--- src/rtl/mem_stage_pkg.sv ---
// Shared definitions for the memory stage and its load aligner.
// Contents: access size encoding, LSU state encoding, base byte-lane masks,
// and a helper that flags misaligned accesses.
package mem_definitions;

  typedef enum logic [1:0] {
    MEM_B = 2'b00,
    MEM_H = 2'b01,
    MEM_W = 2'b10
  } mem_size_t;

  typedef enum logic {
    IDLE = 1'b0,
    BUSY = 1'b1
  } lsu_state_t;

  // Base lane masks for lane 0; shifted up by the byte offset where needed.
  localparam logic [3:0] LANE_B = 4'b0001;
  localparam logic [3:0] LANE_H = 4'b0011;
  localparam logic [3:0] LANE_W = 4'b1111;

  function automatic logic is_misaligned(mem_size_t size, logic [1:0] addr_lo);
    case (size)
      MEM_H:   return addr_lo[0];
      MEM_W:   return addr_lo != 2'b00;
      default: return 1'b0;
    endcase
  endfunction

endpackage

--- src/rtl/mem_stage_if.sv ---
// Data-memory request/acknowledge bus.
// master (LSU):  d_req, d_we, d_addr[31:0], d_be[3:0], d_wdata[31:0] out;
//                d_ack, d_rdata[31:0] in.
// slave (memory): the reverse.
interface mem_stage_if;
  logic        d_req;
  logic        d_we;
  logic [31:0] d_addr;
  logic [3:0]  d_be;
  logic [31:0] d_wdata;
  logic        d_ack;
  logic [31:0] d_rdata;

  modport master (
    output d_req, d_we, d_addr, d_be, d_wdata,
    input  d_ack, d_rdata
  );

  modport slave (
    input  d_req, d_we, d_addr, d_be, d_wdata,
    output d_ack, d_rdata
  );
endinterface

--- src/rtl/mem_stage_load_align.sv ---
// Load data alignment: picks the addressed byte/half out of the read word
// and sign- or zero-extends it to 32 bits. Purely combinational.
// Ports: rdata_i[31:0] read word, addr_lo_i[1:0] byte offset, size_i access
//        size, unsigned_i zero-extend, data_o[31:0] aligned result.
module load_align
  import mem_definitions::*;
(
  input  logic [31:0] rdata_i,
  input  logic [1:0]  addr_lo_i,
  input  mem_size_t   size_i,
  input  logic        unsigned_i,
  output logic [31:0] data_o
);

  logic [7:0]  byte_sel;
  logic [15:0] half_sel;

  always_comb begin
    case (addr_lo_i)
      2'd0:    byte_sel = rdata_i[7:0];
      2'd1:    byte_sel = rdata_i[15:8];
      2'd2:    byte_sel = rdata_i[23:16];
      default: byte_sel = rdata_i[31:24];
    endcase
    half_sel = addr_lo_i[1] ? rdata_i[31:16] : rdata_i[15:0];

    case (size_i)
      MEM_B:   data_o = {{24{~unsigned_i & byte_sel[7]}}, byte_sel};
      MEM_H:   data_o = {{16{~unsigned_i & half_sel[15]}}, half_sel};
      default: data_o = rdata_i;
    endcase
  end

endmodule

--- src/rtl/mem_stage.sv ---
// RV32I memory stage: runs data-memory transactions for loads/stores from
// the EX/MEM register, aligns load data and owns the MEM/WB register.
// Ports: clk, rst_n; m_* EX/MEM inputs, m_stall_o front-end hold;
//        dbus data-memory master; w_* MEM/WB register outputs.
//
// state | meaning
// IDLE  | no transaction; non-memory/misaligned ops retire in one cycle
// BUSY  | request outstanding on dbus, waiting for d_ack
module mem_stage
  import mem_definitions::*;
(
  input  logic               clk,
  input  logic               rst_n,
  input  logic               m_valid_i,
  input  logic               m_mem_read_i,
  input  logic               m_mem_write_i,
  input  mem_size_t          m_mem_size_i,
  input  logic               m_mem_unsigned_i,
  input  logic [31:0]        m_alu_out_i,
  input  logic [31:0]        m_mem_data_i,
  input  logic [4:0]         m_rd_i,
  input  logic               m_reg_write_i,
  output logic               m_stall_o,
  mem_stage_if.master        dbus,
  output logic [31:0]        w_data_o,
  output logic [4:0]         w_rd_o,
  output logic               w_reg_write_o,
  output logic               w_valid_o,
  output logic               w_misaligned_o
);

  lsu_state_t  state_q, state_d;
  logic        req_q, req_d, we_q, we_d;
  logic [31:0] addr_q, addr_d, wdata_q, wdata_d;
  logic [3:0]  be_q, be_d;
  logic [1:0]  addr_lo_q, addr_lo_d;
  mem_size_t   size_q, size_d;
  logic        uns_q, uns_d;
  logic [4:0]  rd_q, rd_d;
  logic        load_wr_q, load_wr_d;
  logic [31:0] w_data_q, w_data_d;
  logic [4:0]  w_rd_q, w_rd_d;
  logic        w_rw_q, w_rw_d, w_valid_q, w_valid_d, w_mis_q, w_mis_d;

  logic        mem_op, mis, start, stall;
  logic [3:0]  st_be;
  logic [31:0] st_wdata, load_data;

  assign mem_op = m_valid_i & (m_mem_read_i | m_mem_write_i);
  assign mis    = mem_op & is_misaligned(m_mem_size_i, m_alu_out_i[1:0]);
  assign start  = (state_q == IDLE) & mem_op & ~mis;

  always_comb begin
    case (m_mem_size_i)
      MEM_B: begin
        st_be    = LANE_B << m_alu_out_i[1:0];
        st_wdata = {4{m_mem_data_i[7:0]}};
      end
      MEM_H: begin
        st_be    = m_alu_out_i[1] ? (LANE_H << 2) : LANE_H;
        st_wdata = {2{m_mem_data_i[15:0]}};
      end
      default: begin
        st_be    = LANE_W;
        st_wdata = m_mem_data_i;
      end
    endcase
  end

  load_align u_load_align (
    .rdata_i    (dbus.d_rdata),
    .addr_lo_i  (addr_lo_q),
    .size_i     (size_q),
    .unsigned_i (uns_q),
    .data_o     (load_data)
  );

  always_comb begin
    state_d   = state_q;
    req_d     = req_q;
    we_d      = we_q;
    addr_d    = addr_q;
    be_d      = be_q;
    wdata_d   = wdata_q;
    addr_lo_d = addr_lo_q;
    size_d    = size_q;
    uns_d     = uns_q;
    rd_d      = rd_q;
    load_wr_d = load_wr_q;
    w_data_d  = w_data_q;
    w_rd_d    = w_rd_q;
    w_rw_d    = 1'b0;
    w_valid_d = 1'b0;
    w_mis_d   = 1'b0;
    stall     = 1'b0;

    case (state_q)
      IDLE: begin
        if (start) begin
          state_d   = BUSY;
          stall     = 1'b1;
          req_d     = 1'b1;
          we_d      = m_mem_write_i;
          addr_d    = {m_alu_out_i[31:2], 2'b00};
          be_d      = st_be;
          wdata_d   = st_wdata;
          addr_lo_d = m_alu_out_i[1:0];
          size_d    = m_mem_size_i;
          uns_d     = m_mem_unsigned_i;
          rd_d      = m_rd_i;
          // A write takes priority if both strobes are set; it never writes rd.
          load_wr_d = m_mem_read_i & ~m_mem_write_i & m_reg_write_i;
        end else if (mis) begin
          w_valid_d = 1'b1;
          w_mis_d   = 1'b1;
          w_data_d  = m_alu_out_i;
          w_rd_d    = m_rd_i;
        end else if (m_valid_i) begin
          w_valid_d = 1'b1;
          w_rw_d    = m_reg_write_i;
          w_data_d  = m_alu_out_i;
          w_rd_d    = m_rd_i;
        end
      end
      BUSY: begin
        stall = ~dbus.d_ack;
        if (dbus.d_ack) begin
          state_d   = IDLE;
          req_d     = 1'b0;
          we_d      = 1'b0;
          w_valid_d = 1'b1;
          w_rw_d    = load_wr_q;
          w_data_d  = load_data;
          w_rd_d    = rd_q;
        end
      end
      default: state_d = IDLE;
    endcase
  end

  always_ff @(posedge clk or negedge rst_n) begin
    if (!rst_n) begin
      state_q   <= IDLE;
      req_q     <= 1'b0;
      we_q      <= 1'b0;
      addr_q    <= '0;
      be_q      <= '0;
      wdata_q   <= '0;
      addr_lo_q <= '0;
      size_q    <= MEM_B;
      uns_q     <= 1'b0;
      rd_q      <= '0;
      load_wr_q <= 1'b0;
      w_data_q  <= '0;
      w_rd_q    <= '0;
      w_rw_q    <= 1'b0;
      w_valid_q <= 1'b0;
      w_mis_q   <= 1'b0;
    end else begin
      state_q   <= state_d;
      req_q     <= req_d;
      we_q      <= we_d;
      addr_q    <= addr_d;
      be_q      <= be_d;
      wdata_q   <= wdata_d;
      addr_lo_q <= addr_lo_d;
      size_q    <= size_d;
      uns_q     <= uns_d;
      rd_q      <= rd_d;
      load_wr_q <= load_wr_d;
      w_data_q  <= w_data_d;
      w_rd_q    <= w_rd_d;
      w_rw_q    <= w_rw_d;
      w_valid_q <= w_valid_d;
      w_mis_q   <= w_mis_d;
    end
  end

  // Stall is combinational from live inputs; hold it low while in reset.
  assign m_stall_o      = stall & rst_n;
  assign dbus.d_req     = req_q;
  assign dbus.d_we      = we_q;
  assign dbus.d_addr    = addr_q;
  assign dbus.d_be      = be_q;
  assign dbus.d_wdata   = wdata_q;
  assign w_data_o       = w_data_q;
  assign w_rd_o         = w_rd_q;
  assign w_reg_write_o  = w_rw_q;
  assign w_valid_o      = w_valid_q;
  assign w_misaligned_o = w_mis_q;

endmodule

--- src/flat_wrapper.sv ---
// flat-port wrapper written by rule: the top's interface ports become plain ports
module mem_stage_flat import mem_definitions::*;
  (clk, rst_n, m_valid_i, m_mem_read_i, m_mem_write_i, m_mem_size_i, m_mem_unsigned_i, m_alu_out_i, m_mem_data_i, m_rd_i, m_reg_write_i, m_stall_o, w_data_o, w_rd_o, w_reg_write_o, w_valid_o, w_misaligned_o, dbus_d_req, dbus_d_we, dbus_d_addr, dbus_d_be, dbus_d_wdata, dbus_d_ack, dbus_d_rdata);
  mem_stage_if dbus_i ();
  input  logic clk;
  input  logic rst_n;
  input  logic m_valid_i;
  input  logic m_mem_read_i;
  input  logic m_mem_write_i;
  input  mem_size_t m_mem_size_i;
  input  logic m_mem_unsigned_i;
  input  logic [31:0] m_alu_out_i;
  input  logic [31:0] m_mem_data_i;
  input  logic [4:0] m_rd_i;
  input  logic m_reg_write_i;
  output logic m_stall_o;
  output logic [31:0] w_data_o;
  output logic [4:0] w_rd_o;
  output logic w_reg_write_o;
  output logic w_valid_o;
  output logic w_misaligned_o;
  output wire logic [$bits(dbus_i.d_req)-1:0] dbus_d_req;
  output wire logic [$bits(dbus_i.d_we)-1:0] dbus_d_we;
  output wire logic [$bits(dbus_i.d_addr)-1:0] dbus_d_addr;
  output wire logic [$bits(dbus_i.d_be)-1:0] dbus_d_be;
  output wire logic [$bits(dbus_i.d_wdata)-1:0] dbus_d_wdata;
  input wire logic [$bits(dbus_i.d_ack)-1:0] dbus_d_ack;
  input wire logic [$bits(dbus_i.d_rdata)-1:0] dbus_d_rdata;
  assign dbus_d_req = dbus_i.d_req;
  assign dbus_d_we = dbus_i.d_we;
  assign dbus_d_addr = dbus_i.d_addr;
  assign dbus_d_be = dbus_i.d_be;
  assign dbus_d_wdata = dbus_i.d_wdata;
  assign dbus_i.d_ack = dbus_d_ack;
  assign dbus_i.d_rdata = dbus_d_rdata;
  mem_stage u_core (.clk(clk), .rst_n(rst_n), .m_valid_i(m_valid_i), .m_mem_read_i(m_mem_read_i), .m_mem_write_i(m_mem_write_i), .m_mem_size_i(m_mem_size_i), .m_mem_unsigned_i(m_mem_unsigned_i), .m_alu_out_i(m_alu_out_i), .m_mem_data_i(m_mem_data_i), .m_rd_i(m_rd_i), .m_reg_write_i(m_reg_write_i), .m_stall_o(m_stall_o), .dbus(dbus_i), .w_data_o(w_data_o), .w_rd_o(w_rd_o), .w_reg_write_o(w_reg_write_o), .w_valid_o(w_valid_o), .w_misaligned_o(w_misaligned_o));
endmodule
--- config.mk ---
export PLATFORM = sky130hd
export DESIGN_NAME = mem_stage_flat
export DESIGN_NICKNAME = d
export VERILOG_FILES = /design/src/rtl/mem_stage_pkg.sv /design/src/rtl/mem_stage_if.sv /design/src/rtl/mem_stage_load_align.sv /design/src/rtl/mem_stage.sv /design/src/flat_wrapper.sv
export SDC_FILE = /design/constraint.sdc
export NUM_CORES = 1
export LEC_CHECK = 0
export ABC_AREA = 1
export BUFFER_PORTS_ARGS = -buffer_cell sky130_fd_sc_hd__buf_2
export CORE_MARGIN = 1.5
export CORE_UTILIZATION = 25
export CTS_BUF_LIST = sky130_fd_sc_hd__clkbuf_16
export DETAILED_ROUTE_END_ITERATION = 8
export PLACE_DENSITY_LB_ADDON = 0.25
export SLEW_MARGIN = 20
export SYNTH_ARGS = -nofsm -noshare
export SYNTH_HDL_FRONTEND = slang
export SYNTH_SLANG_ARGS = --single-unit
export TNS_END_PERCENT = 1
--- constraint.sdc ---
create_clock -name clk -period 1.7 [get_ports clk]
set_input_delay 0.085 -clock clk [delete_from_list [all_inputs] [get_ports clk]]
set_output_delay 0.085 -clock clk [all_outputs]
set_load 0.005 [all_outputs]
Yosys cells after proc, flatten, opt, wreduce, memory -nomap -nowiden
Index checks and enable logic that the tools add are counted.
{"block": "word_totals", "regBits": 120, "out_inout_bits": 111, "in_bits": 111, "wordCells": 87}
{"block": "op_classes", "bitwise_logic": 15, "eq_ne": 9, "n_mux": 39, "reduce_logical": 7, "n_shift": 1}
{"operator": "one-hot mux 32 bit (2 select lines)", "count": 3}
{"operator": "2-to-1 mux 32 bit", "count": 4}
{"operator": "one-hot mux 8 bit (3 select lines)", "count": 1}
{"operator": "2-to-1 mux 5 bit", "count": 4}
{"operator": "2-to-1 mux 1 bit", "count": 16}
{"operator": "2-to-1 mux 16 bit", "count": 1}
{"operator": "one-hot mux 1 bit (2 select lines)", "count": 7}
{"operator": "one-hot mux 5 bit (2 select lines)", "count": 1}
{"operator": "AND 1 bit", "count": 9}
{"operator": "one-hot mux 4 bit (2 select lines)", "count": 1}
{"operator": "equality test 2 x 1 -> 1 bit (second input constant)", "count": 3}
{"operator": "logical NOT 2 bit", "count": 3}
{"operator": "inverter 1 bit", "count": 5}
{"operator": "equality test 2 bit (second input constant)", "count": 2}
{"operator": "2-to-1 mux 4 bit", "count": 1}
{"operator": "!= test 2 bit (second input constant)", "count": 2}
{"operator": "AND reduction 2 bit", "count": 2}
{"operator": "left shift 1 x 2 -> 4 bit (first input constant)", "count": 1}
{"operator": "!= test 3 x 2 -> 1 bit (second input constant)", "count": 1}
{"operator": "AND reduction 3 bit", "count": 1}
{"operator": "!= test 2 x 1 -> 1 bit (second input constant)", "count": 1}
{"operator": "nonzero test 2 bit", "count": 1}
{"operator": "OR 1 bit", "count": 1}

Longest topological paths before layout
Gate-level depths: netlist (run 1).
{"block": "logic_depth", "word_depth": 8, "depth_mapped": 13, "depth_no_buf": 10}

Cells and area by module
From an unflattened synthesis (run 1), not the netlist that was laid out.
{"block": "unflattened", "hier_cells": 811, "area_unflattened_um2": 6382.4}
{"module": "mem_stage", "instances": 1, "area_each_um2": 5504.0, "seq_area_each_um2": 3002.9, "cells_each": 654}
{"module": "load_align", "instances": 1, "area_each_um2": 878.3, "seq_area_each_um2": 0.0, "cells_each": 157}

Worst setup path before layout (run 1)
Ideal clock, no wire load.
{"block": "synth_path", "kind": "input to register", "from": "in m_mem_size_i[1]", "to": "reg u_core.w_data_q[24] (netlist: u_core.w_data_o[24])", "setup_ns": 0.065, "path_stages": 13, "setup_slack_ns": -0.060, "arrival_time_ns": 1.695, "t_required_ns": 1.635, "n_path_buf": 3, "cell_sequence": "clkbuf_1 > clkbuf_1 > inv_1 > ha_1 > inv_1 > nor2_2 > nand3_2 > nand2_4 > nand2_4 > buf_4 > nor2_2 > nand2_1 > nand2_1"}
{"block": "synth_via", "elab_chain_cells": 7, "word_cells_on_any_way": 12, "cone_classes": "eq/ne (4); mux (4); bitwise (3); reduce/logical (1)"}
{"item": "from (decl)", "line_no": "flat_wrapper.sv:10", "rtl": "input mem_size_t m_mem_size_i;"}
{"item": "equality test 2 bit / equality test 2 x 1 -> 1 bit (equally long branches)", "line_no": "mem_stage_pkg.sv:23", "rtl": "case (size)"}
{"item": "one-hot mux 1 bit (2 select lines) *", "line_no": "mem_stage_pkg.sv:23"}
{"item": "AND 1 bit *", "line_no": "mem_stage.sv:50", "rtl": "assign mis = mem_op & is_misaligned(m_mem_size_i, m_alu_out_i[1:0]);"}
{"item": "inverter 1 bit", "line_no": "mem_stage.sv:51", "rtl": "assign start = (state_q == IDLE) & mem_op & ~mis;"}
{"item": "AND 1 bit", "line_no": "mem_stage.sv:51"}
{"item": "!= test 2 bit (no line)"}
{"item": "AND reduction 3 bit (no line)"}
{"item": "to (signal assigned)", "line_no": "mem_stage.sv:171", "rtl": "w_data_q <= w_data_d;"}
{"item": "to (decl)", "line_no": "mem_stage.sv:41", "rtl": "logic [31:0] w_data_q, w_data_d;"}
Every way passes the cells marked *; elsewhere a longest branch is shown, timed or not. The select of a mux whose other input is x is not followed.
A chain may end at the register's enable or synchronous reset.

Worst setup path after layout (run 1)
{"block": "layout_path", "from": "reg u_core.state_q", "to": "out m_stall_o"}
{"block": "layout_via", "elab_chain_cells": 6}
{"item": "from (decl)", "line_no": "mem_stage.sv:32", "rtl": "lsu_state_t state_q, state_d;"}
{"item": "from (signal assigned)", "line_no": "mem_stage.sv:160", "rtl": "state_q <= state_d;"}
{"item": "inverter 1 bit (no line)"}
{"item": "AND 1 bit (2 in a row)", "line_no": "mem_stage.sv:51"}
{"item": "2-to-1 mux 1 bit", "line_no": "mem_stage.sv:99", "rtl": "if (start) begin"}
{"item": "one-hot mux 1 bit (2 select lines) *", "line_no": "mem_stage.sv:97", "rtl": "case (state_q)"}
{"item": "AND 1 bit *", "line_no": "mem_stage.sv:180", "rtl": "assign m_stall_o = stall & rst_n;"}
{"item": "to (decl)", "line_no": "flat_wrapper.sv:16", "rtl": "output logic m_stall_o;"}
Every way passes the cells marked *; elsewhere a longest branch is shown, timed or not.

==> results.toml, run 1 <==
[finish]
multiInputGateArea_um2 = 2590
ff_latch_area_um2 = 3000
nFillCells = 2521
layout.cells.non_filler = 1455
fin_area_um2 = 9030
drive_gt1_share_pct = 27.0
fin_nets = 1236
syn2layout_area_growth_pct = 49.8

[setup_path]
critical-path-max-stage-delay_ns = 0.44
arrival_ns = 1.53
worstPathCellList = "nor3_4 -> nand2_4 -> buf_16 -> a21boi_2 -> buf_2"
critPathRequiredTime_ns = 1.62
cp-end-kind = "primary output"
critPathTopFamily = "flip-flops"
cp-start-kind = "flip-flop"
path_max_fanout = 4
cp_slowest_cell = "dfrtp_2"
crit_buf_inv = 2
crit_type = "flip-flop to primary output"
reg2reg_slack_ns = 0.14

[timing]
clock_skew_ns = 0.0106
finalSetupViolCount = 0
hold_violations = 0
fin_crit_sh_pct = 95.1
drv_slew = 0
min_period_ns = 1.62
rsz0062_at_grt = "false"
fin_ws_ns = 0.0840
clock.fmax_ghz = 0.619
setup_tns_ns = 0

[drt]
viasPerCell = 4.35
drt-initial-drc-count = 405
drc_errors = 0
firstDrtPassIters = 5
ant_nets = 0
wl_mm = 22.4
wl_per_cell_um = 15.4
vias = 6335

[pwr]
p_leak_nw = 4.93
power.density_nw_per_um2 = 1260
vdd_drop_max_v = 0.000510

[synthesis]
ys_seq_elements = 120
synthFlopType = "dfrtp_1"
syn_area_um2 = 6030
async_flop_share_pct = 100
seq_area_frac_synth_pct = 49.8
yosys.cell_types.count = 28
yosys_warnings = 0
synth_edf_count = 0
synth.avg_cell_area_um2 = 7.33
synth_cells = 822

[global_route]
antenna_found_initial = 4
grt_use_total_pct = 18.1
grt-ovfl-total = 0
grt_pass1_vias = 6057
grt_max_degree = 57
grt_first_pass_wirelength_mm = 34.1

[floorplanning]
die_y_um = 158
coreArea_um2 = 23500
die_w_um = 158
dieArea_um2 = 25000
fp-row-count = 56
io_pins = 222
initial_core_util_pct = 25.6

[placed_design]
port_buffers = 219
dp.cells = 1338
dpl_cell_area_um2 = 7550
gp_congestion = 0.816
pre_cts_ws_ns = 0.162
hpwlAfterDp_mm = 15.8

[min_path]
hold_path_class = "primary input to flip-flop"

[run]
drv_cap = 0

[clock_network]
cts_root_buf = "clkbuf_16"
clkSinkCount = 120
clockBufferDepth = 2
cts_tree = "yes"
numCtsBuffers = 17
cts.clk_slew.worst_paths_ns = 0.06
clock_latency_ns = 0.42
ctsHtreeMaxLevel = 4

[run_status]
status = "finished clean"
-- synthesized netlist by cell type (2+ instances only) --
cell      number  area share, %
a21oi_1       42            3.5
o21ai_0       62            5.1
nand3_1       39            3.2
nand3_2        2           0.33
dfrtp_1      120             50
nor2_1        64            4.0
inv_1         43            2.7
o21ai_1        3           0.25
a22oi_1        6           0.75
ha_1           3           0.62
buf_4         10            1.2
nor2_2         5           0.52
buf_2         16            1.3
nand2_4        2           0.37
clkbuf_1      18            1.1
buf_6          4           0.75
nand2_1      371             23
inv_2          2           0.12
-- layout make-up --
type / count / area share (%)
Clock inverter: 15 / 1.95
Sequential cell: 120 / 33.3
Clock buffer: 17 / 4.71
Multi-Input combinational cell: 608 / 28.7
Inverter: 47 / 1.98
Timing Repair Buffer: 328 / 24.9
Antenna cell: 1 / 0.0277
Tap cell: 319 / 4.42
-- cell families (layout without fill, tap and decap cells) --
family / after synthesis / in the layout / synth area share, %
buf+inv: 95 / 407 / 7.39
flops: 120 / 120 / 49.8
fa+ha+maj: 3 / 3 / 0.623
simple gates: 486 / 486 / 31.9
other cells: 1 / 3 / 0.0622
compound gates: 117 / 117 / 10.2
-- cell usage in the layout (no fill, tap or decap), types with 2 or more instances in the layout --
master / count
o21ai_0: 62
conb_1: 2
clkbuf_16: 18
buf_12: 7
inv_2: 2
clkinv_2: 6
inv_6: 2
bufinv_16: 3
nand2_1: 371
a21oi_1: 42
nor2_2: 5
dlygate4sd3_1: 71
buf_4: 28
clkinvlp_4: 3
nand3_1: 39
a22oi_1: 6
o21ai_1: 3
clkinv_4: 3
buf_2: 218
inv_1: 43
nand2_4: 2
nand3_2: 2
nor2_1: 64
dfrtp_1: 119
ha_1: 3
-- per-stage QoR --
stage	hold slack [ns]	power (mW)	utilization (%)
after floorplan	-0.211	5.82	-
after global placement	-0.0286	7.43	32.1
after detailed placement	-0.0293	7.45	32.1
after CTS	0.000610	11.5	38.0
after global routing	0.0202	12.2	38.4
final	0.00730	11.3	38.4
-- power by group --
group / switching (mW) / internal (mW)
sequential: 0.486 / 3.66
clock: 1.45 / 2.31
combinational: 1.90 / 1.54
total: 3.84 / 7.51
-- worst reg2reg max path, cell delays in order, from the launching register on --
cell and delay, ns:
dfrtp_2 0.44, nor3_4 0.21, nand2_4 0.09, buf_4 0.17, nand2_4 0.14, buf_4 0.23, nor2_1 0.06, nand2_1 0.05
nand2_1 0.05
-- sequential cells by signal, summed over array words and instances, names as in the netlist --
name and flops:
u_core.addr_lo_q 2, u_core.dbus.d_addr 30, u_core.dbus.d_be 4, u_core.dbus.d_req 1, u_core.dbus.d_wdata 32, u_core.dbus.d_we 1, u_core.load_wr_q 1, u_core.rd_q 5
u_core.size_q 2, u_core.state_q 1, u_core.uns_q 1, u_core.w_data_o 32, u_core.w_misaligned_o 1, u_core.w_rd_o 5, u_core.w_reg_write_o 1, u_core.w_valid_o 1
-- routing by layer --
layer / vias to the layer above / GRT usage [%] / routed length (µm)
li1: 3174 / - / -
met1: 2919 / 23.9 / 10100
met2: 219 / 29.5 / 10500
met3: 19 / 4.55 / 1560
met4: 4 / 4.67 / 199
met5: - / 0 / 28
-- final timing paths --
check	startpoint	cells after the start	to
setup / recovery	u_core.state_q	5	m_stall_o
hold / removal	m_mem_data_i[25]	3	u_core.dbus.d_wdata[25]
setup reg to reg	u_core.state_q	8	u_core.w_data_o[18]
hold reg to reg	u_core.w_rd_o[1]	2	u_core.w_rd_o[1]
max in group asynchronous	rst_n	3	u_core.dbus.d_addr[18]
min in group asynchronous	rst_n	2	u_core.dbus.d_addr[27]
-- repair_timing --
action / in CTS / in global routing
gates cloned: 1 / 1
hold endpoints to repair: 195 / 0
pin swaps: 2 / 3
resized for setup: 4 / 2
endpoints found under the setup margin: 1 / 1
hold buffers: 71 / 0
buffers inserted: 3 / 8
Note: power is estimated with default switching activity, not from simulation.
==> inputs of run 2 (changes only) <==
- ABC_AREA: 1 -> default
- SYNTH_HIERARCHICAL: default -> 1
==> results.toml, run 2 <==
[global_route]
grt_max_degree = 53
grt_first_pass_wirelength_mm = 33.8
grt-ovfl-total = 0
grt_pass1_vias = 5696
antenna_found_initial = 3
grt_use_total_pct = 16.8

[floorplanning]
initial_core_util_pct = 25.5
coreArea_um2 = 25100
die_y_um = 163
dieArea_um2 = 26500
fp-row-count = 58
die_w_um = 163
io_pins = 222

[clock_network]
cts.clk_slew.worst_paths_ns = 0.06
cts_root_buf = "clkbuf_16"
clockBufferDepth = 2
ctsHtreeMaxLevel = 4
clkSinkCount = 120
cts_tree = "yes"
clock_latency_ns = 0.42
numCtsBuffers = 17

[timing]
drv_slew = 0
min_period_ns = 1.86
fin_crit_sh_pct = 109
slew-limit-headroom_pct = 55.8
hold_violations = 0
finalSetupViolCount = 33
hold_slack_ns = 0.0315
fin_ws_ns = -0.156
worst_pin_slew_ns = 0.661
clock_skew_ns = 0.0124
rsz0062_at_grt = "true"
setup_tns_ns = -3.37
clock.fmax_ghz = 0.539

[finish]
syn2layout_area_growth_pct = 49.1
fin_nets = 1002
final_common_cell = "buf_2"
final_cell_mix = "218 x buf_2, 119 x dfrtp_1, 101 x nand2_1"
drive_gt1_share_pct = 49.2
layout.cells.non_filler = 1232

[run_status]
status = "finished with violations"
violations = "negative setup slack"

[drt]
wl_per_cell_um = 18.4
wl_mm = 22.7
viasPerCell = 4.63
drt-initial-drc-count = 306
firstDrtPassIters = 5
vias = 5709
drc_errors = 0
ant_nets = 0

[setup_path]
crit_type = "flip-flop to flip-flop"
path_max_fanout = 5
cp-end-kind = "flip-flop"
worstRegToRegCells = 7
arrival_ns = 2.16
reg2reg_slack_ns = -0.16
regToRegStartpoint = "u_core/addr_lo_q[0]"
cp-start-kind = "flip-flop"
rr_endpoint = "u_core/w_data_o[9]"
critPathRequiredTime_ns = 2.00

[synthesis]
synth_most_common_cell = "dfrtp_1"
yosys.area.top_type = "dfrtp_1"
yosysTopAreaCellShare_pct = 47.0
seq_area_frac_synth_pct = 47.0
synth_edf_count = 0
ys_top_cells_by_area = "dfrtp_1 47%, mux2_2 19%, o21ai_0 6.7%"
yosys_warnings = 6
async_flop_share_pct = 100
synthFlopType = "dfrtp_1"
synth_cells = 597
synth.avg_cell_area_um2 = 10.7
yosys.cell_types.count = 40
ys_seq_elements = 120
synthTopCellsByCount = "120 x dfrtp_1, 107 x mux2_2, 101 x nand2_1"
syn_area_um2 = 6390

[pwr]
p_leak_nw = 4.54
vdd_drop_max_v = 0.000602
power.density_nw_per_um2 = 1300
power.total_mw = 12.4

[placed_design]
hpwlAfterDp_mm = 15.4
dp.cells = 1135
port_buffers = 219
gp_congestion = 0.842

[min_path]
hold_path_class = "primary input to flip-flop"
min_to = "u_core/dbus.d_wdata[18]"
holdPathStages = 4
hp-start = "m_mem_data_i[18]"

[run]
drv_cap = 0
run 2: cell types whose count changed in the layout (fill, tap and decap cells not counted), moves of 37 or more:
cell and change:
nand2_1 -270, mux2_2 +83, nor2_1 -59, a21oi_1 -42, nand3_1 -38, inv_1 -37
run 2: worst max-delay path, cell delays in order, from the launching register on:
cell,delay [ns]
dfrtp_1,0.42
mux2_4,0.32
a32oi_4,0.28
buf_6,0.16
o221ai_1,0.14
mux2_2,0.28
o21ai_0,0.07
nand2_1,0.07
run 2: cells by family (layout without fill, tap and decap cells):
group	after synthesis	after routing	synth area share [%]
multiplexers	129	129	22.8
flip-flops	120	120	47.0
other	1	3	0.0587
AND/OR/NAND/NOR	131	131	8.67
AO/OA/AOI/OAI	156	157	16.5
adder cells (fa/ha/maj)	3	3	0.587
buffers and inverters	57	359	4.42
run 2: report_power, final:
part	total, mW	switching, mW	internal [mW]
Combinational	4.61	2.22	2.39
Sequential	4.29	0.476	3.81
Clock	3.51	1.38	2.13
run 2: how the worst max path moves through the flow:
stage	endpoint	from	cells after the start	slack [ns]
3_5_place_dp	u_core/w_data_o[9]	u_core/addr_lo_q[0]	7	-0.18
2_1_floorplan	u_core/w_data_o[7]	u_core/addr_lo_q[1]	9	-0.14
4_1_cts	m_stall_o	u_core/state_q	5	-0.16
3_3_place_gp	u_core/w_data_o[16]	u_core/addr_lo_q[0]	7	-0.16
6_report	u_core/w_data_o[9]	u_core/addr_lo_q[0]	7	-0.16
5_1_grt	u_core/w_data_o[9]	u_core/addr_lo_q[0]	7	-0.24
run 2: through the flow:
step	setup slack [ns]	utilization (%)	instance area (µm²)
global route	-0.236	38.0	9530
floorplan	-0.141	-	6530
finish	-0.156	38.0	9530
global placement	-0.155	32.7	8210
detailed placement	-0.180	32.7	8210
CTS	-0.157	37.9	9520
run 2: timing repair:
item,4_1_cts,5_1_grt
hold endpoints to repair,179,0
pin swaps,21,5
hold buffers,60,0
cloned,1,1
buffers inserted,4,0
endpoints found under the setup margin,38,105
resized for setup,35,14
run 2: layout make-up:
type                    instances  area (µm²)
clock buffers                  17         425
inverters                       5        25.0
clock inverters                15         139
flip-flops and latches        120        3000
well taps                     330         413
multi-input cells             422        3350
fillers                      2546       15600
diodes                          1        2.50
repair buffers                322        2180
run 2: layer usage:
metal | up-vias | track usage (%) | part of all wire, %
met4 | 2 | 6.09 | 1.8
met5 | - | 0 | 0.049
met2 | 151 | 26.5 | 48
li1 | 2731 | - | -
met1 | 2797 | 22.5 | 45
met3 | 28 | 3.72 | 4.9
